--- src/rtl/grf_scoreboard.sv ---
// Parametrised register file with a per-register saturating pending-write scoreboard for ID.
// Optional write-through forwarding is compiled in with `define GRF_BYPASS_EN.
module grf_scoreboard #(
    parameter int DATA_W = 32,
    parameter int ADDR_W = 5,
    parameter int NRD    = 2,
    parameter int CNT_W  = 2
) (
    input  logic                    clk,
    input  logic                    rst,
    input  logic [NRD*ADDR_W-1:0]   rd_addr,
    output logic [NRD*DATA_W-1:0]   rd_data,
    output logic [NRD-1:0]          rd_busy,
    input  logic                    iss_en,
    input  logic [ADDR_W-1:0]       iss_addr,
    output logic                    iss_ready,
    input  logic                    wr_en,
    input  logic [ADDR_W-1:0]       wr_addr,
    input  logic [DATA_W-1:0]       wr_data,
    output logic                    sb_err
);

    localparam int NREG = 1 << ADDR_W;
    localparam logic [CNT_W-1:0] CNT_MAX = '1;
    localparam logic [CNT_W-1:0] CNT_ONE = CNT_W'(1);

    logic [DATA_W-1:0] regs [NREG];
    logic [CNT_W-1:0]  cnt  [NREG];

    logic wr_live;
    logic iss_fire;
    logic wb_dec;
    logic wr_err;

    // Issue handshake: an issue is taken on the edge only when iss_en and
    // iss_ready are both high; otherwise ID holds iss_addr and retries.
    assign iss_ready = (iss_addr == '0) || (cnt[iss_addr] != CNT_MAX);
    assign iss_fire  = iss_en && iss_ready && (iss_addr != '0);
    assign wr_live   = wr_en && (wr_addr != '0);
    assign wb_dec    = wr_live && (cnt[wr_addr] != '0);
    assign wr_err    = wr_live && (cnt[wr_addr] == '0);

    always_ff @(posedge clk or negedge rst) begin
        if (!rst) begin
            for (int r = 0; r < NREG; r++) begin
                regs[r] <= '0;
            end
        end else if (wr_live) begin
            regs[wr_addr] <= wr_data;
        end
    end

    // An issue and a writeback on the same register cancel each other out.
    always_ff @(posedge clk or negedge rst) begin
        if (!rst) begin
            for (int r = 0; r < NREG; r++) begin
                cnt[r] <= '0;
            end
        end else begin
            for (int r = 0; r < NREG; r++) begin
                if (iss_fire && (iss_addr == ADDR_W'(r)) &&
                    !(wb_dec && (wr_addr == ADDR_W'(r)))) begin
                    cnt[r] <= cnt[r] + CNT_ONE;
                end else if (wb_dec && (wr_addr == ADDR_W'(r)) &&
                             !(iss_fire && (iss_addr == ADDR_W'(r)))) begin
                    cnt[r] <= cnt[r] - CNT_ONE;
                end
            end
        end
    end

    always_ff @(posedge clk or negedge rst) begin
        if (!rst) begin
            sb_err <= 1'b0;
        end else if (wr_err) begin
            sb_err <= 1'b1;
        end
    end

    for (genvar g = 0; g < NRD; g++) begin : g_rd
        logic [ADDR_W-1:0] a;
        logic              pend;
        assign a    = rd_addr[g*ADDR_W +: ADDR_W];
        assign pend = (a != '0) && (cnt[a] != '0);
`ifdef GRF_BYPASS_EN
        logic hit;
        assign hit = wr_live && (wr_addr == a);
        assign rd_data[g*DATA_W +: DATA_W] = (a == '0) ? '0 : (hit ? wr_data : regs[a]);
        // The last outstanding write resolving this cycle is already forwarded.
        assign rd_busy[g] = pend && !(hit && wb_dec && (cnt[a] == CNT_ONE));
`else
        assign rd_data[g*DATA_W +: DATA_W] = (a == '0) ? '0 : regs[a];
        assign rd_busy[g] = pend;
`endif
    end

endmodule

--- config.mk ---
export PLATFORM = sky130hd
export DESIGN_NAME = grf_scoreboard
export DESIGN_NICKNAME = d
export VERILOG_FILES = /design/src/rtl/grf_scoreboard.sv
export SDC_FILE = /design/constraint.sdc
export NUM_CORES = 2
export LEC_CHECK = 0
export ABC_AREA = 0
export BUFFER_PORTS_ARGS = -buffer_cell sky130_fd_sc_hd__buf_2
export CAP_MARGIN = 10
export CORE_UTILIZATION = 50
export CTS_BUF_LIST = sky130_fd_sc_hd__clkbuf_2 sky130_fd_sc_hd__clkbuf_4 sky130_fd_sc_hd__clkbuf_8
export DETAILED_ROUTE_END_ITERATION = 12
export PLACE_DENSITY = 0.68
export SETUP_SLACK_MARGIN = 0.05
export SYNTH_ARGS = -nofsm -noshare
export SYNTH_HDL_FRONTEND = slang
export SYNTH_SLANG_ARGS = --single-unit
--- constraint.sdc ---
create_clock -name clk -period 3.1 [get_ports clk]
set_input_delay 0.31 -clock clk [delete_from_list [all_inputs] [get_ports clk]]
set_output_delay 0.31 -clock clk [all_outputs]
set_load 0.005 [all_outputs]
[Yosys cells after proc, flatten, opt, wreduce, memory -nomap -nowiden]
Index checks and enable logic that the tools add are counted.
Widths: inputs -> output; s select.
Storage, ports and cells
  register bits after elaboration: 1089
  input bits: 56
  output and inout port bits: 68
  memories kept: 0
  logic and storage cells: 533
  latch bits: 0
  bits in read-only memories: 0
  RAM bits: 0
Cells by class
  equal/unequal tests: 63
  add/sub/neg operators: 64
  bitwise gates (word level): 4
  divide/modulo/power cells: 0
  muxes and demuxes: 87
  shifts and indexed selects: 0
  reduce and logical (&&, ||, !) cells: 245
  multiply operators: 0
  $lt $le $gt $ge: 5
Operators with widths (number)
  $bwmux 1024: 1
  $bmux 32 s5: 2
  $mux 32: 7
  $demux 32 s5: 1
  $eq 5x5->1 const B: 32
  $mux 2: 72
  $logic_and 1x1->1: 136
  $eq 5x4->1 const B: 16
  $reduce_bool 2->1: 35
  $add 2x1->2 const B: 32
  $logic_not 1->1: 64
  $sub 2x1->2 const B: 32
  $bmux 2 s5: 4
  $eq 5x3->1 const B: 8
  $ge 6x6->1 const B: 4
  $not 5->6: 4
  $eq 5x2->1 const B: 4
  $logic_not 5->1: 4
  $reduce_bool 5->1: 4
  $eq 5x1->1 const B: 2
  $lt 6x1->1 const B: 1
  $logic_not 2->1: 1
  $ne 2x2->1 const B: 1
  $logic_or 1x1->1: 1

[Logic depth before layout (Yosys ltp)]
  depth in word-level cells: 13
  depth in mapped cells: 12
  depth with buffers taken out: 9

[Least setup slack after synthesis]
OpenSTA, ideal clock, no wires.
  path kind: register to register
  from: register cnt[58] in the netlist's numbering
  to: register cnt[43] in the netlist's numbering
  arrival: 2.325 ns
  cell stages (with the launch flop): 11
  data required time: 3.021 ns
  path slack: 0.696 ns
  setup time: 0.079 ns
  cell sequence: dfrtp_1 clkbuf_1 nor2_1 mux4_2 o221ai_1 o22a_1 buf_2 nand3_1 ha_1 nor2_1 xor2_1
Between the ends
  longest elaborated chain between the ends: 11
  elaborated cells between the ends (all ways): 20
  those cells by class: eq/ne: 1; mux: 7; reduce/logical: 12
Ends and longest elaborated chain
  from (decl): RTL line 28  | logic [CNT_W-1:0] cnt [NREG];
  from (signal, indexed assignment): RTL line 63  | cnt[r] <= cnt[r] + CNT_ONE;
  from (signal, indexed assignment): RTL line 66  | cnt[r] <= cnt[r] - CNT_ONE;
  $bmux 2 s5: RTL line 37  | assign iss_ready = (iss_addr == '0) || (cnt[iss_addr] != CNT_MAX);
  $mux 2 (not written as such) (2 in a row): RTL line 37
  $ne 2x2->1: RTL line 37
  $logic_or 1x1->1: RTL line 37
  $logic_and 1x1->1 (2 in a row): RTL line 38  | assign iss_fire = iss_en && iss_ready && (iss_addr != '0);
  $logic_and 1x1->1: RTL line 61, 65
  $logic_not 1->1: RTL line 65  | !(iss_fire && (iss_addr == ADDR_W'(r)))) begin
  $logic_and 1x1->1: RTL line 64  | end else if (wb_dec && (wr_addr == ADDR_W'(r)) &&
  $reduce_bool 2->1 (no line)
Parallel ways exist; a longest one is shown, timed or not. The select of a mux whose other input is x is not followed.
A chain may end at the register's enable or synchronous reset.

[Worst setup path in the final report]
  from: register cnt[20] in the netlist's numbering
  to: output port rd_busy[0]
Between the ends
  longest elaborated chain between the ends: 5
Ends and longest elaborated chain
  $bmux 2 s5: RTL line 84  | assign pend = (a != '0) && (cnt[a] != '0);
  $mux 2 (not written as such) (2 in a row): RTL line 84
  $reduce_bool 2->1: RTL line 84
  $logic_and 1x1->1: RTL line 84
  to (decl): RTL line 13  | output logic [NRD-1:0] rd_busy,
Every way passes these cells. The select of a mux whose other input is x is not followed.

==> impl_metrics.env <==
export IMPL_clk_insertion_delay_late_ns=0.87
export IMPL_arrival_ns=2.72
export IMPL_initial_core_util=0.505
export IMPL_grt_total_usage=0.286
export IMPL_ys_ff_latch=1089
export IMPL_cp_max_fo=3
export IMPL_layout_drive_gt1_share=0.586
export IMPL_grt_pass1_vias=37861
export IMPL_outcome="finished clean"
export IMPL_dieArea_sq_mm=0.119
export IMPL_drtPass1Iterations=5
export IMPL_async_flop_share=1.00
export IMPL_wl_um=164000
export IMPL_fp_row_count=125
export IMPL_grt_setup_unrepaired="true"
export IMPL_gp_routability_congestion=0.886
export IMPL_max_slew_worst_pin_slew_ns=0.906
export IMPL_seq_area_frac_synth=0.464
export IMPL_seqPwrFrac=0.447
export IMPL_grt_overflow=0
export IMPL_required_ns=2.79
export IMPL_ant_nets=0
export IMPL_setup_viol=0
export IMPL_clk_pin_slew_ns=0.06
export IMPL_syn_instance_count=3766
export IMPL_p_clk_frac=0.315
export IMPL_cts_buffer_depth=3
export IMPL_fin_crit_sh=0.978
export IMPL_area_delta_synth_final_pct=12.9
export IMPL_synth_cell_types=51
export IMPL_io_buffers=123
export IMPL_fillers=9119
export IMPL_dpl_hpwl_um=97700
export IMPL_path_class="register to output pin"
export IMPL_relSlewSlack=0.396
export IMPL_vias=35946
export IMPL_layout_setup_ws_ns=0.0680
export IMPL_combPwrFrac=0.238
export IMPL_synth_warnings=0
export IMPL_avgSynthCellArea_sq_um=15.6
export IMPL_h_tree_depth=4
export IMPL_hold_path_class="input port to register"
export IMPL_drv_slew=0
export IMPL_p_sw_uw=12200
export IMPL_cts_num_sinks=1089
export IMPL_syn_area_sq_mm=0.0587
export IMPL_cts_tree="done"
export IMPL_dp_cells=5188
export IMPL_core_sq_mm=0.116
export IMPL_clock_skew_ns=0.0482
export IMPL_synth_flop_cell="dfrtp_1"
export IMPL_drc=0
export IMPL_antenna_found_initial=8
export IMPL_hold_viol=0
export IMPL_wl_per_cell_um=29.6
export IMPL_p_leak_uw=0.0288
export IMPL_numCtsBuffers=184
export IMPL_die_h_um=345
export IMPL_finalCriticalPeriod_ns=3.03
export IMPL_drt_iter0_drc=3061
export IMPL_end_kind="output pin"
export IMPL_max_cap_violations=0
export IMPL_io_pins=124
export IMPL_grt_pass1_wl_um=249000
export IMPL_power_share_switching=0.281
export IMPL_p_total_uw=43200
export IMPL_fmax_ghz=0.330
export IMPL_synth_edf_count=0
export IMPL_worst_setup_path_start_kind="register"
export IMPL_intPower_uw=31100
export IMPL_powerDensity_mw_per_mm2=652
export IMPL_die_w_um=345
export IMPL_place_ws_ns=0.239
export IMPL_synth_nets=3853
export IMPL_final_cells=5555
export IMPL_final_nets=3975
export IMPL_grt_max_degree=109
export IMPL_viasPerCell=6.47
export IMPL_tns_ns=0
export IMPL_cts_root_buf="clkbuf_8"
export IMPL_ir_drop_v=0.000412
cell families after synthesis:
kind of cell,after synthesis,share of synthesized area
compound gates,108,0.0106
xor+xnor,93,0.0139
fa+ha+maj,31,0.00660
buf+inv,478,0.0362
flops,1089,0.464
mux,1659,0.446
simple gates,308,0.0231
synth_stat cells (6+ instances only):
cell	number	share of area
dfrtp_1	1089	0.46
mux2_2	964	0.18
mux4_2	666	0.26
clkbuf_1	203	0.013
nand2_1	122	0.0078
buf_2	119	0.010
nor2_1	107	0.0068
inv_1	73	0.0047
o21ai_1	64	0.0055
xor2_1	62	0.0092
buf_4	41	0.0052
buf_1	36	0.0023
ha_1	31	0.0066
xnor2_1	31	0.0046
nand3_1	30	0.0026
mux2_1	29	0.0056
o21ai_0	12	0.0010
or2_2	10	0.0011
nor2_2	7	0.00075
nor3_2	6	0.0010
o211ai_1	6	0.00077
metrics by stage:
stage               area, sq um  hold WS, ns  utilization
CTS                       66300      0.00302        0.570
detailed placement        62000        0.325        0.533
global placement          62000        0.324        0.533
global route              66300       0.0694        0.570
floorplan                 58700       0.0144            -
finish                    66300       0.0676        0.570
sequential cells by signal, summed over array words and instances (netlist names):
signal,flops
regs,1024
sb_err,1
cnt,64
path summary, 6_finish.rpt:
check,from,endpoint,slack (ns),depth (start not counted)
worst min-delay path,wr_data[11],regs[971]$_DFFE_PN0P_,0.07,2
min in group asynchronous,rst,regs[41]$_DFFE_PN0P_,0.51,3
max in group asynchronous,rst,regs[550]$_DFFE_PN0P_,1.58,5
worst max-delay path,cnt[20]$_DFFE_PN0P_,rd_busy[0],0.07,6
worst min register to register,regs[1007]$_DFFE_PN0P_,regs[1007]$_DFFE_PN0P_,0.39,0
worst max register to register,cnt[28]$_DFFE_PN0P_,cnt[31]$_DFFE_PN0P_,0.38,10
placed cells by master (no fill, tap or decap), types with 24 or more instances in the layout:
master,count
buf_12,75
buf_2,113
buf_4,135
clkbuf_4,49
clkbuf_8,240
clkinv_2,24
dfrtp_1,1085
ha_1,31
inv_1,72
mux2_1,29
mux2_2,964
mux4_2,666
nand2_1,110
nand3_1,26
nor2_1,98
o21ai_1,57
xnor2_1,31
xor2_1,62
what timing repair did:
| action | in CTS | in global routing |
|---|---|---|
| setup endpoints to repair | 8 | 9 |
| hold buffers | 5 | 0 |
| pin swaps | 3 | 0 |
| resized for setup | 25 | 7 |
| setup buffers | 32 | 1 |
| hold endpoints to repair | 600 | 0 |
worst max-delay path, cell delays in order (launching register included):
cell and delay, ns:
dfrtp_1 0.40, nor2_4 0.08, mux4_2 0.47, mux4_2 0.46
and2_4 0.18, a31oi_4 0.13, buf_2 0.13
area by class of cell:
type | instances | area (sq um) | area share
clock buffer | 289 | 3670 | 0.0553
sequential | 1089 | 27300 | 0.411
timing repair buffer | 339 | 3270 | 0.0494
inverter | 75 | 282 | 0.00424
multi-input combinational | 2199 | 29700 | 0.447
antenna | 4 | 10.0 | 0.000151
clock inverter | 36 | 258 | 0.00389
tap | 1524 | 1910 | 0.0287
per-layer routing:
layer / vias to the layer above / global-route usage / wire length [um]
met4: 6 / 0.105 / 5590
met5: - / 0 / 37
met1: 19571 / 0.404 / 68400
li1: 14663 / - / -
met2: 1344 / 0.447 / 78900
met3: 362 / 0.0521 / 11200
power groups by stage:
stage | clock network, uW | registers [uW] | logic [uW]
after detailed placement | 0 | 19600 | 9750
after global routing | 14500 | 19700 | 11000
after CTS | 13900 | 19200 | 10300
after floorplan | 0 | 18900 | 7420
after global placement | 0 | 19400 | 9550
final | 13600 | 19300 | 10300
Note: power is estimated with default switching activity, not from simulation.
